<file path="src/rtl/dmem_pkg.sv">
`default_nettype none
// ============================================================================
// dmem_pkg: shared FSM state type and address-split helpers
// Rev 1.0 - initial release
// ============================================================================
package dmem_pkg;

    localparam int INDEX_W_DEF = 6;
    localparam int TAG_W_DEF   = 30 - INDEX_W_DEF;

    typedef enum logic [1:0] {
        S_IDLE    = 2'd0,
        S_RD_MISS = 2'd1,
        S_WR_THRU = 2'd2,
        S_WR_DONE = 2'd3
    } state_t;

    // Results are zero-extended to 32 bits; callers size-cast to their width.
    function automatic logic [31:0] get_index(input logic [31:0] byte_addr, input int iw);
        return (byte_addr >> 2) & ((32'd1 << iw) - 32'd1);
    endfunction

    function automatic logic [31:0] get_tag(input logic [31:0] byte_addr, input int iw);
        return byte_addr >> (iw + 2);
    endfunction

endpackage
`default_nettype wire

</file>
<file path="src/rtl/dmem_cache_ctrl_if.sv">
`default_nettype none
// ============================================================================
// dmem_cache_ctrl_if: MEM-stage request bus plus backing-memory handshake
// Rev 1.0 - initial release
// ============================================================================
interface dmem_cache_ctrl_if;
    logic        mem_read;
    logic        mem_write;
    logic [31:0] addr;
    logic [31:0] wdata;
    logic [31:0] rdata;
    logic        hit;
    logic        stall;
    logic        bm_req;
    logic        bm_we;
    logic [31:0] bm_addr;
    logic [31:0] bm_wdata;
    logic        bm_ack;
    logic [31:0] bm_rdata;

    modport slave (
        input  mem_read, mem_write, addr, wdata, bm_ack, bm_rdata,
        output rdata, hit, stall, bm_req, bm_we, bm_addr, bm_wdata
    );

    modport master (
        output mem_read, mem_write, addr, wdata, bm_ack, bm_rdata,
        input  rdata, hit, stall, bm_req, bm_we, bm_addr, bm_wdata
    );
endinterface
`default_nettype wire

</file>
<file path="src/rtl/dcache_line_array.sv">
`default_nettype none
// ============================================================================
// dcache_line_array: valid/tag/data storage, async read, sync write and clear
// Rev 1.0 - initial release
// ============================================================================
module dcache_line_array #(
    parameter int INDEX_W = 6,
    parameter int TAG_W   = 24
) (
    input  wire logic               clk,
    input  wire logic               clr,
    input  wire logic [INDEX_W-1:0] rd_index,
    output logic                    rd_valid,
    output logic [TAG_W-1:0]        rd_tag,
    output logic [31:0]             rd_data,
    input  wire logic               we,
    input  wire logic [INDEX_W-1:0] wr_index,
    input  wire logic [TAG_W-1:0]   wr_tag,
    input  wire logic [31:0]        wr_data,
    input  wire logic               wr_set_valid
);
    localparam int c_LINES = 1 << INDEX_W;

    logic [c_LINES-1:0] r_valid;
    logic [TAG_W-1:0]   r_tag  [c_LINES];
    logic [31:0]        r_data [c_LINES];

    // Clearing only the valid bits is enough to invalidate the whole array.
    always_ff @(posedge clk) begin
        if (clr) begin
            r_valid <= '0;
        end else if (we) begin
            r_valid[wr_index] <= wr_set_valid;
        end
    end

    always_ff @(posedge clk) begin
        if (we) begin
            r_tag[wr_index]  <= wr_tag;
            r_data[wr_index] <= wr_data;
        end
    end

    assign rd_valid = r_valid[rd_index];
    assign rd_tag   = r_tag[rd_index];
    assign rd_data  = r_data[rd_index];

endmodule
`default_nettype wire

</file>
<file path="src/rtl/dmem_cache_ctrl.sv">
`default_nettype none
// ============================================================================
// dmem_cache_ctrl: direct-mapped, write-through, no-write-allocate data cache
// Rev 1.0 - initial release
// ============================================================================
module dmem_cache_ctrl
    import dmem_pkg::*;
#(
    parameter int INDEX_W = INDEX_W_DEF,
    parameter int CNT_W   = 16
) (
    input  wire logic      clk_50,
    input  wire logic      rst,
    dmem_cache_ctrl_if.slave bus,
    output logic [CNT_W-1:0] rd_hit_cnt,
    output logic [CNT_W-1:0] rd_miss_cnt
);
    localparam int c_TAG_W = 30 - INDEX_W;

    state_t r_state;
    state_t w_state_nxt;

    logic [29:0]        r_bm_word;
    logic [31:0]        r_bm_wdata;
    logic [31:0]        w_bm_addr;

    logic [INDEX_W-1:0] w_index;
    logic [c_TAG_W-1:0] w_tag;
    logic               w_line_valid;
    logic [c_TAG_W-1:0] w_line_tag;
    logic [31:0]        w_line_data;
    logic               w_lookup_hit;

    logic               w_we;
    logic [INDEX_W-1:0] w_wr_index;
    logic [c_TAG_W-1:0] w_wr_tag;
    logic [31:0]        w_wr_data;
    logic               w_hit;
    logic               w_stall;
    logic               w_load_miss;

    assign w_index      = INDEX_W'(get_index(bus.addr, INDEX_W));
    assign w_tag        = c_TAG_W'(get_tag(bus.addr, INDEX_W));
    assign w_lookup_hit = w_line_valid && (w_line_tag == w_tag);
    assign w_bm_addr    = {r_bm_word, 2'b00};

    // Refills use the address latched at request time, IDLE store-hits use the live bus.
    assign w_wr_index = (r_state == S_IDLE) ? w_index : INDEX_W'(get_index(w_bm_addr, INDEX_W));
    assign w_wr_tag   = (r_state == S_IDLE) ? w_tag   : c_TAG_W'(get_tag(w_bm_addr, INDEX_W));

    dcache_line_array #(
        .INDEX_W (INDEX_W),
        .TAG_W   (c_TAG_W)
    ) u_lines (
        .clk          (clk_50),
        .clr          (!rst),
        .rd_index     (w_index),
        .rd_valid     (w_line_valid),
        .rd_tag       (w_line_tag),
        .rd_data      (w_line_data),
        .we           (w_we),
        .wr_index     (w_wr_index),
        .wr_tag       (w_wr_tag),
        .wr_data      (w_wr_data),
        .wr_set_valid (1'b1)
    );

    always_ff @(posedge clk_50) begin
        if (!rst) begin
            r_state <= S_IDLE;
        end else begin
            r_state <= w_state_nxt;
        end
    end

    always_comb begin
        w_state_nxt = r_state;
        w_stall     = 1'b0;
        w_hit       = 1'b0;
        w_we        = 1'b0;
        w_wr_data   = bus.wdata;
        w_load_miss = 1'b0;
        case (r_state)
            S_IDLE: begin
                if (bus.mem_write) begin
                    w_stall     = 1'b1;
                    w_we        = w_lookup_hit;
                    w_state_nxt = S_WR_THRU;
                end else if (bus.mem_read) begin
                    if (w_lookup_hit) begin
                        w_hit = 1'b1;
                    end else begin
                        w_stall     = 1'b1;
                        w_load_miss = 1'b1;
                        w_state_nxt = S_RD_MISS;
                    end
                end
            end
            S_RD_MISS: begin
                w_stall = 1'b1;
                if (bus.bm_ack) begin
                    w_we        = 1'b1;
                    w_wr_data   = bus.bm_rdata;
                    w_state_nxt = S_IDLE;
                end
            end
            S_WR_THRU: begin
                w_stall = 1'b1;
                if (bus.bm_ack) begin
                    w_state_nxt = S_WR_DONE;
                end
            end
            S_WR_DONE: w_state_nxt = S_IDLE;
            default:   w_state_nxt = S_IDLE;
        endcase
    end

    // Latched every IDLE cycle so the backing-memory request stays stable once issued.
    always_ff @(posedge clk_50) begin
        if (r_state == S_IDLE) begin
            r_bm_word  <= bus.addr[31:2];
            r_bm_wdata <= bus.wdata;
        end
    end

    always_ff @(posedge clk_50) begin
        if (!rst) begin
            rd_hit_cnt  <= '0;
            rd_miss_cnt <= '0;
        end else begin
            if (w_hit && (rd_hit_cnt != '1)) begin
                rd_hit_cnt <= rd_hit_cnt + 1'b1;
            end
            if (w_load_miss && (rd_miss_cnt != '1)) begin
                rd_miss_cnt <= rd_miss_cnt + 1'b1;
            end
        end
    end

    assign bus.hit      = w_hit;
    assign bus.stall    = w_stall;
    assign bus.rdata    = w_hit ? w_line_data : 32'd0;
    assign bus.bm_req   = (r_state == S_RD_MISS) || (r_state == S_WR_THRU);
    assign bus.bm_we    = (r_state == S_WR_THRU);
    assign bus.bm_addr  = w_bm_addr;
    assign bus.bm_wdata = r_bm_wdata;

endmodule
`default_nettype wire

</file>
<file path="src/flat_wrapper.sv">
// flat-port wrapper written by rule: the top's interface ports become plain ports
module dmem_cache_ctrl_flat import dmem_pkg::*;
#(
    parameter int INDEX_W = INDEX_W_DEF,
    parameter int CNT_W   = 16
)
  (clk_50, rst, rd_hit_cnt, rd_miss_cnt, bus_mem_read, bus_mem_write, bus_addr, bus_wdata, bus_bm_ack, bus_bm_rdata, bus_rdata, bus_hit, bus_stall, bus_bm_req, bus_bm_we, bus_bm_addr, bus_bm_wdata);
  dmem_cache_ctrl_if bus_i ();
  input  wire logic clk_50;
  input  wire logic rst;
  output logic [CNT_W-1:0] rd_hit_cnt;
  output logic [CNT_W-1:0] rd_miss_cnt;
  input wire logic [$bits(bus_i.mem_read)-1:0] bus_mem_read;
  input wire logic [$bits(bus_i.mem_write)-1:0] bus_mem_write;
  input wire logic [$bits(bus_i.addr)-1:0] bus_addr;
  input wire logic [$bits(bus_i.wdata)-1:0] bus_wdata;
  input wire logic [$bits(bus_i.bm_ack)-1:0] bus_bm_ack;
  input wire logic [$bits(bus_i.bm_rdata)-1:0] bus_bm_rdata;
  output wire logic [$bits(bus_i.rdata)-1:0] bus_rdata;
  output wire logic [$bits(bus_i.hit)-1:0] bus_hit;
  output wire logic [$bits(bus_i.stall)-1:0] bus_stall;
  output wire logic [$bits(bus_i.bm_req)-1:0] bus_bm_req;
  output wire logic [$bits(bus_i.bm_we)-1:0] bus_bm_we;
  output wire logic [$bits(bus_i.bm_addr)-1:0] bus_bm_addr;
  output wire logic [$bits(bus_i.bm_wdata)-1:0] bus_bm_wdata;
  assign bus_i.mem_read = bus_mem_read;
  assign bus_i.mem_write = bus_mem_write;
  assign bus_i.addr = bus_addr;
  assign bus_i.wdata = bus_wdata;
  assign bus_i.bm_ack = bus_bm_ack;
  assign bus_i.bm_rdata = bus_bm_rdata;
  assign bus_rdata = bus_i.rdata;
  assign bus_hit = bus_i.hit;
  assign bus_stall = bus_i.stall;
  assign bus_bm_req = bus_i.bm_req;
  assign bus_bm_we = bus_i.bm_we;
  assign bus_bm_addr = bus_i.bm_addr;
  assign bus_bm_wdata = bus_i.bm_wdata;
  dmem_cache_ctrl #(.INDEX_W(INDEX_W), .CNT_W(CNT_W)) u_core (.clk_50(clk_50), .rst(rst), .bus(bus_i), .rd_hit_cnt(rd_hit_cnt), .rd_miss_cnt(rd_miss_cnt));
endmodule
</file>
<file path="config.mk">
export PLATFORM = sky130hd
export DESIGN_NAME = dmem_cache_ctrl_flat
export DESIGN_NICKNAME = d
export VERILOG_FILES = /design/src/rtl/dmem_pkg.sv /design/src/rtl/dmem_cache_ctrl_if.sv /design/src/rtl/dcache_line_array.sv /design/src/rtl/dmem_cache_ctrl.sv /design/src/flat_wrapper.sv
export SDC_FILE = /design/constraint.sdc
export NUM_CORES = 2
export LEC_CHECK = 0
export CAP_MARGIN = 20
export CORE_ASPECT_RATIO = 0.7
export CORE_UTILIZATION = 35
export DETAILED_ROUTE_END_ITERATION = 8
export PLACE_DENSITY_LB_ADDON = 0.2
export SYNTH_ARGS = -nofsm -noshare
export SYNTH_HDL_FRONTEND = slang
export SYNTH_SLANG_ARGS = --single-unit
</file>
<file path="constraint.sdc">
create_clock -name clk_50 -period 10.8 [get_ports clk_50]
set_input_delay 1.62 -clock clk_50 [delete_from_list [all_inputs] [get_ports clk_50]]
set_output_delay 1.62 -clock clk_50 [all_outputs]
set_load 0.01 [all_outputs]
</file>
======== After elaboration in Yosys (flattened, before gate mapping) ========
Memory sizes are Yosys's and may differ from the RTL's.
Cells that the tools add are included.
storage, ports and cells
  flip-flop bits (word level) ............. 160
  RAM bits ................................ 3584
  bits of input ports ..................... 101
  output and inout bits ................... 132
  logic and storage cells ................. 62
  memories kept ........................... 2
operators by class
  add/sub/neg operators ................... 2
  order comparisons ....................... 3
  equality and inequality tests ........... 10
  multiplexer cells ....................... 30
  bitwise gates (word level) .............. 1
  reductions and logical operators ........ 8
memory list
  name                   depth  bits a word  read ports  clocked after Yosys merged registers in  write ports  RTL line                 text
  u_core.u_lines.r_data  64     32           1           0                                        1            dcache_line_array.sv:26  logic [31:0] r_data [c_LINES];
  u_core.u_lines.r_tag   64     24           1           0                                        1            dcache_line_array.sv:25  logic [TAG_W-1:0] r_tag [c_LINES];
operators with widths
  kind                                                                          number
  32-bit two-way mux                                                            3
  64-bit OR                                                                     1
  16-bit by 1-bit adder with 16-bit output, second input constant               2
  16-bit != test, second input constant                                         2
  24-bit equality test                                                          1
  24-bit two-way mux                                                            1
  1-bit two-way mux                                                             15
  6-bit by 7-bit less-than comparator with 1-bit output, second input constant  2
  2-bit two-way mux                                                             5
  2-bit case mux with 4 select lines                                            1
  1-bit binary-select mux with 6-bit select                                     1
  1-bit demux with 6-bit select                                                 1
  6-bit by 1-bit >= comparator with 1-bit output, second input constant         1
  6-bit two-way mux                                                             1
  3-bit != test, second input constant                                          2
  2-bit equality test, second input constant                                    2
  1-bit logical AND                                                             4
  2-bit != test, second input constant                                          2
  1-bit case mux with 2 select lines                                            2
  4-bit AND reduction                                                           1
  2-bit by 1-bit equality test with 1-bit output, second input constant         1
  2-bit logical NOT                                                             1
  2-bit OR reduction                                                            1
  1-bit logical OR                                                              1

======== Logic depth before layout (Yosys ltp) ========
  depth after elaboration ................. 8
  gate-level depth with buffers ........... 19
  mapped depth without buffers ............ 11

======== Cells and area by module ========
A second synthesis with hierarchy kept.
unflattened totals
  cells, all modules ...................... 6489
  area, all modules ....................... 143216.1 µm²
by module, submodules not included
  module             times used  cells each  area an instance (µm²)  seq. area each (µm²)
  dcache_line_array  1           6048        138171.3                108904.4
  dmem_cache_ctrl    1           441         5044.8                  2542.4

======== Worst setup path after synthesis ========
Ideal clock, no wire load.
  kind .................................... input to register
  start point ............................. in bus_addr[2]
  end point ............................... mem u_core.u_lines.r_data[10][0] (enable)
  setup time .............................. 0.541 ns
  data arrival time ....................... 8.597 ns
  data required time ...................... 10.259 ns
  setup slack ............................. 1.662 ns
  stages on the path ...................... 15
  buffers on the path ..................... 5
  cell sequence ........................... buf_2 -> buf_4 -> buf_4 -> buf_2 -> mux2i_1 -> a22oi_1 -> nand3_1 -> o211ai_1 -> or4_1 -> a2111oi_0 -> nand4_1 -> nor4_4 -> a32oi_1 -> buf_2 -> nor3_1
between the ends
  cells in the longest elaborated chain, start to end .. 7
  elaborated cells on any way between the ends .. 10
  classes of those cells .................. eq/ne (1); mux (7); reduce/logical (1); memory (1)
RTL lines
  element                                                                          RTL line                                        text
  start, declared                                                                  flat_wrapper.sv:15                              input wire logic [$bits(bus_i.addr)-1:0] bus_addr;
  memory 64 x 24 bit or 1-bit binary-select mux with 6-bit select (tied branches)  --
  24-bit equality test or 1-bit two-way mux (tied branches)                        dmem_cache_ctrl.sv:44, dcache_line_array.sv:44
  1-bit logical AND                                                                dmem_cache_ctrl.sv:44                           assign w_lookup_hit = w_line_valid && (w_line_tag == w_tag);
  1-bit two-way mux                                                                dmem_cache_ctrl.sv:85                           if (bus.mem_write) begin
  1-bit case mux with 2 select lines                                               dmem_cache_ctrl.sv:83                           case (r_state)
  1-bit two-way mux                                                                dcache_line_array.sv:38                         if (we) begin
  1-bit two-way mux (implied by the code)                                          dcache_line_array.sv:40                         r_data[wr_index] <= wr_data;
  end, declared                                                                    dcache_line_array.sv:26
Parallel ways exist; a longest one is shown, timed or not. The select of a mux whose other input is x is not followed.

======== Worst setup path in the final report ========
  start point ............................. in bus_addr[2]
  end point ............................... out bus_rdata[25]
between the ends
  cells in the longest elaborated chain, start to end .. 8
  elaborated cells on any way between the ends .. 11
  classes of those cells .................. eq/ne (1); mux (7); reduce/logical (1); memory (2)
RTL lines
  element                                                                          RTL line                                        text
  memory 64 x 24 bit or 1-bit binary-select mux with 6-bit select (tied branches)  --
  24-bit equality test or 1-bit two-way mux (tied branches)                        dmem_cache_ctrl.sv:44, dcache_line_array.sv:44
  1-bit logical AND                                                                dmem_cache_ctrl.sv:44
  1-bit two-way mux                                                                dmem_cache_ctrl.sv:90                           if (w_lookup_hit) begin
  1-bit two-way mux                                                                dmem_cache_ctrl.sv:89                           end else if (bus.mem_read) begin
  1-bit two-way mux                                                                dmem_cache_ctrl.sv:85
  1-bit two-way mux                                                                dmem_cache_ctrl.sv:83
  32-bit two-way mux (*)                                                           dmem_cache_ctrl.sv:142                          assign bus.rdata = w_hit ? w_line_data : 32'd0;
  end, declared                                                                    flat_wrapper.sv:19                              output wire logic [$bits(bus_i.rdata)-1:0] bus_rdata;
Every way passes the cells marked *; elsewhere a longest branch is shown, timed or not. The select of a mux whose other input is x is not followed.

==> impl_metrics.ini <==
[run_status]
outcome = finished, final reports clean

[pwr]
pwr-share-comb = 0.065
p_switching_w = 0.00712
switching_share = 0.224
clkPwrFrac = 0.418
seqPwrFrac = 0.517
pwr_density_cell_nw_per_um2 = 188
vdd_drop_max_mv = 0.137
p_int_w = 0.0246
p_leak_nw = 52.5

[global_route]
grt_pass1_wl_um = 610000
grtUsageTotal = 0.213
grt-ovfl-total = 0
antenna_found_initial = 24
grt_max_degree = 123
grt_pass1_vias = 71200

[drt]
wl_um = 452000
first_iter_violations = 9411
drc_errors = 0
vias = 72100
drtPass1Iterations = 5
avgRoutedWirePerCell_um = 35.6
vias_per_cell = 5.68
antenna_left = 0

[timing]
grt_setup_unrepaired = false
period_minus_slack_ns = 9.35
slew_headroom = 0.159
fmax_mhz = 107
slew_viol_final = 0
skew_ns = 0.0534
setup_viol = 0
finalHoldViolations = 0
tns_ns = 0
fin_crit_sh = 0.866
tightest_slew_ns = 1.25

[floorplanning]
row_count = 196
ioPinCount = 233
core_area_um2 = 409000
die-area_um2 = 415000
dieHeight_um = 539
fp.dieW_um = 769
start_util = 0.353

[finish]
syn2layout_area_growth_pct = 16.7
layout_commonest_cell = edfxtp_1
fin_nets = 7035
fill_cells = 35400
ff_latch_area_um2 = 111000
mostFrequentLayoutCells = 3,646 x edfxtp_1, 969 x mux4_2, 382 x clkbuf_16, 288 x mux2i_1, 221 x clkdlybuf4s50_1
final_layout_size_suffix_gt1_frac = 0.274
utilization = 0.412
multi_input_area_um2 = 31600

[synth]
ys_seq_elements = 3744
syn_inst = 6385
synthTopCellsByArea = edfxtp_1 76%, mux4_2 15%, mux2i_1 2.0%
synth_edf_count = 3646
synth_area_um2 = 144000
yosysWarnings = 0
ys_seq_area_frac = 0.772
synth_flop_cell = edfxtp_1
syn_area_per_cell_um2 = 22.6
async_flop_share = 0
ys_types = 68
yosys.area.top_type = edfxtp_1
synth_top_area_frac = 0.759

[place]
routabilityCongestion = 0.778
hpwl_um = 234000
numPortBuffers = 228

[clock_network]
cts_buffers = 378
htreeDepth = 5
clock_sink_count = 3744
clk_latency_ns = 1.01
hold_buffers = 0
clockBufferDepth = 4
cts_tree = done
ctsResizeCount = 0
post_cts_buffers = 0
clkTransAtPathRegs_ns = 0.06
root_buffer = clkbuf_16

[worst_setup_path]
worstSetupPathType = input pin to primary output
end_kind = primary output
cp_max_fo = 80
start_kind = input pin
arrival_ns = 7.73
critPathRequiredTime_ns = 9.18

[worst_hold_path]
hp-class = flip-flop to flip-flop

[job]
cap_viol_max_count = 0
kinds of logic (layout without fill, tap and decap cells):
| group | Yosys count | count (layout) | synth area share |
|---|---|---|---|
| other | 1 | 6 | 0.0000260 |
| xor gates and xnor gates | 28 | 28 | 0.00170 |
| buffers and inverters | 364 | 1219 | 0.0121 |
| AOI/OAI and AO/OA | 362 | 362 | 0.0168 |
| adders and majority gates | 6 | 6 | 0.000520 |
| and+or+nand+nor | 535 | 535 | 0.0184 |
| muxes | 1345 | 1345 | 0.178 |
| DFF | 3744 | 3744 | 0.772 |
power groups by stage:
stage	combinational, W	sequential (W)	clock, W
after floorplan	0.00112	0.0167	0
after global placement	0.00194	0.0167	0
after detailed placement	0.00199	0.0167	0
after CTS	0.00200	0.0164	0.0135
after global routing	0.00218	0.0164	0.0140
final	0.00206	0.0164	0.0132
through the flow:
stage / hold WS (ns) / setup WS (ns) / instances / power (W) / cell area, um2
floorplan: 0.420 / 1.66 / 6386 / 0.0178 / 144000
global placement: 0.429 / 1.42 / 12000 / 0.0187 / 155000
detailed placement: 0.441 / 1.42 / 12000 / 0.0187 / 155000
CTS: 0.450 / 1.44 / 12700 / 0.0319 / 168000
global route: 0.467 / 1.21 / 12700 / 0.0326 / 168000
finish: 0.450 / 1.45 / 12700 / 0.0317 / 168000
worst max-delay path, cell delays in order:
cell,delay (ns)
buf_16,0.38
buf_4,0.46
mux4_2,0.56
mux4_2,0.52
mux4_2,0.53
xnor2_1,0.90
o211ai_1,0.28
nor4_4,0.57
nand2_1,0.12
buf_4,0.25
a211oi_1,0.54
clkdlybuf4s50_1,0.66
synthesized netlist by cell type (7+ instances only):
| master | count |
|---|---|
| nand2_1 | 171 |
| nand2b_1 | 17 |
| and3_1 | 41 |
| buf_2 | 118 |
| or2_1 | 9 |
| nor2b_1 | 19 |
| xnor2_1 | 13 |
| clkbuf_1 | 154 |
| nor4_1 | 14 |
| xor2_1 | 15 |
| and2_1 | 16 |
| or3_1 | 13 |
| nor3_1 | 14 |
| nor2_1 | 100 |
| inv_1 | 13 |
| mux4_2 | 969 |
| edfxtp_1 | 3646 |
| a2111oi_0 | 8 |
| mux2_2 | 88 |
| buf_6 | 14 |
| o21a_1 | 15 |
| buf_4 | 34 |
| a22o_1 | 7 |
| mux2i_1 | 288 |
| nand4_1 | 24 |
| dfxtp_1 | 98 |
| o22ai_1 | 38 |
| a21oi_1 | 59 |
| o31ai_1 | 13 |
| a211oi_1 | 25 |
| a22oi_1 | 84 |
| o21ai_1 | 31 |
| o21ai_0 | 32 |
| buf_1 | 27 |
| nand3_1 | 65 |
| nor3_2 | 10 |
path summary, 6_finish.rpt:
check / start / to / slack [ns] / cells after the start
max: bus_addr[2] / bus_rdata[25] / 1.45 / 12
min: u_core.u_lines.r_valid[44]$_SDFFE_PN0P_ / u_core.u_lines.r_valid[44]$_SDFFE_PN0P_ / 0.45 / 2
max reg2reg: u_core.u_lines.r_tag[29][15]$_DFFE_PP_ / u_core.u_lines.r_tag[26][9]$_DFFE_PP_ / 3.75 / 15
min reg2reg: u_core.u_lines.r_valid[44]$_SDFFE_PN0P_ / u_core.u_lines.r_valid[44]$_SDFFE_PN0P_ / 0.45 / 2
final cells by class:
type	count	area share
well taps	5445	0.0405
repair buffers	509	0.0360
multi-input cells	2278	0.188
clock inverters	251	0.0151
inverters	17	0.000438
flip-flops and latches	3744	0.662
diodes	4	0.0000594
clock buffers	442	0.0581
sequential cells by signal, indices dropped and copies added, names as in the netlist:
name	count
u_core.bus.bm_wdata	32
u_core.r_bm_word	30
u_core.r_state	2
u_core.rd_hit_cnt	16
u_core.rd_miss_cnt	16
u_core.u_lines.r_data	2048
u_core.u_lines.r_tag	1536
u_core.u_lines.r_valid	64
metal layers:
layer,GRT usage,vias to the layer above,share of wire
met5,0,-,0.000029
met4,0.0500,2,0.024
met3,0.0342,555,0.075
met2,0.336,3118,0.47
met1,0.310,40100,0.43
li1,-,28300,-
Note: power is estimated with default switching activity, not from simulation.
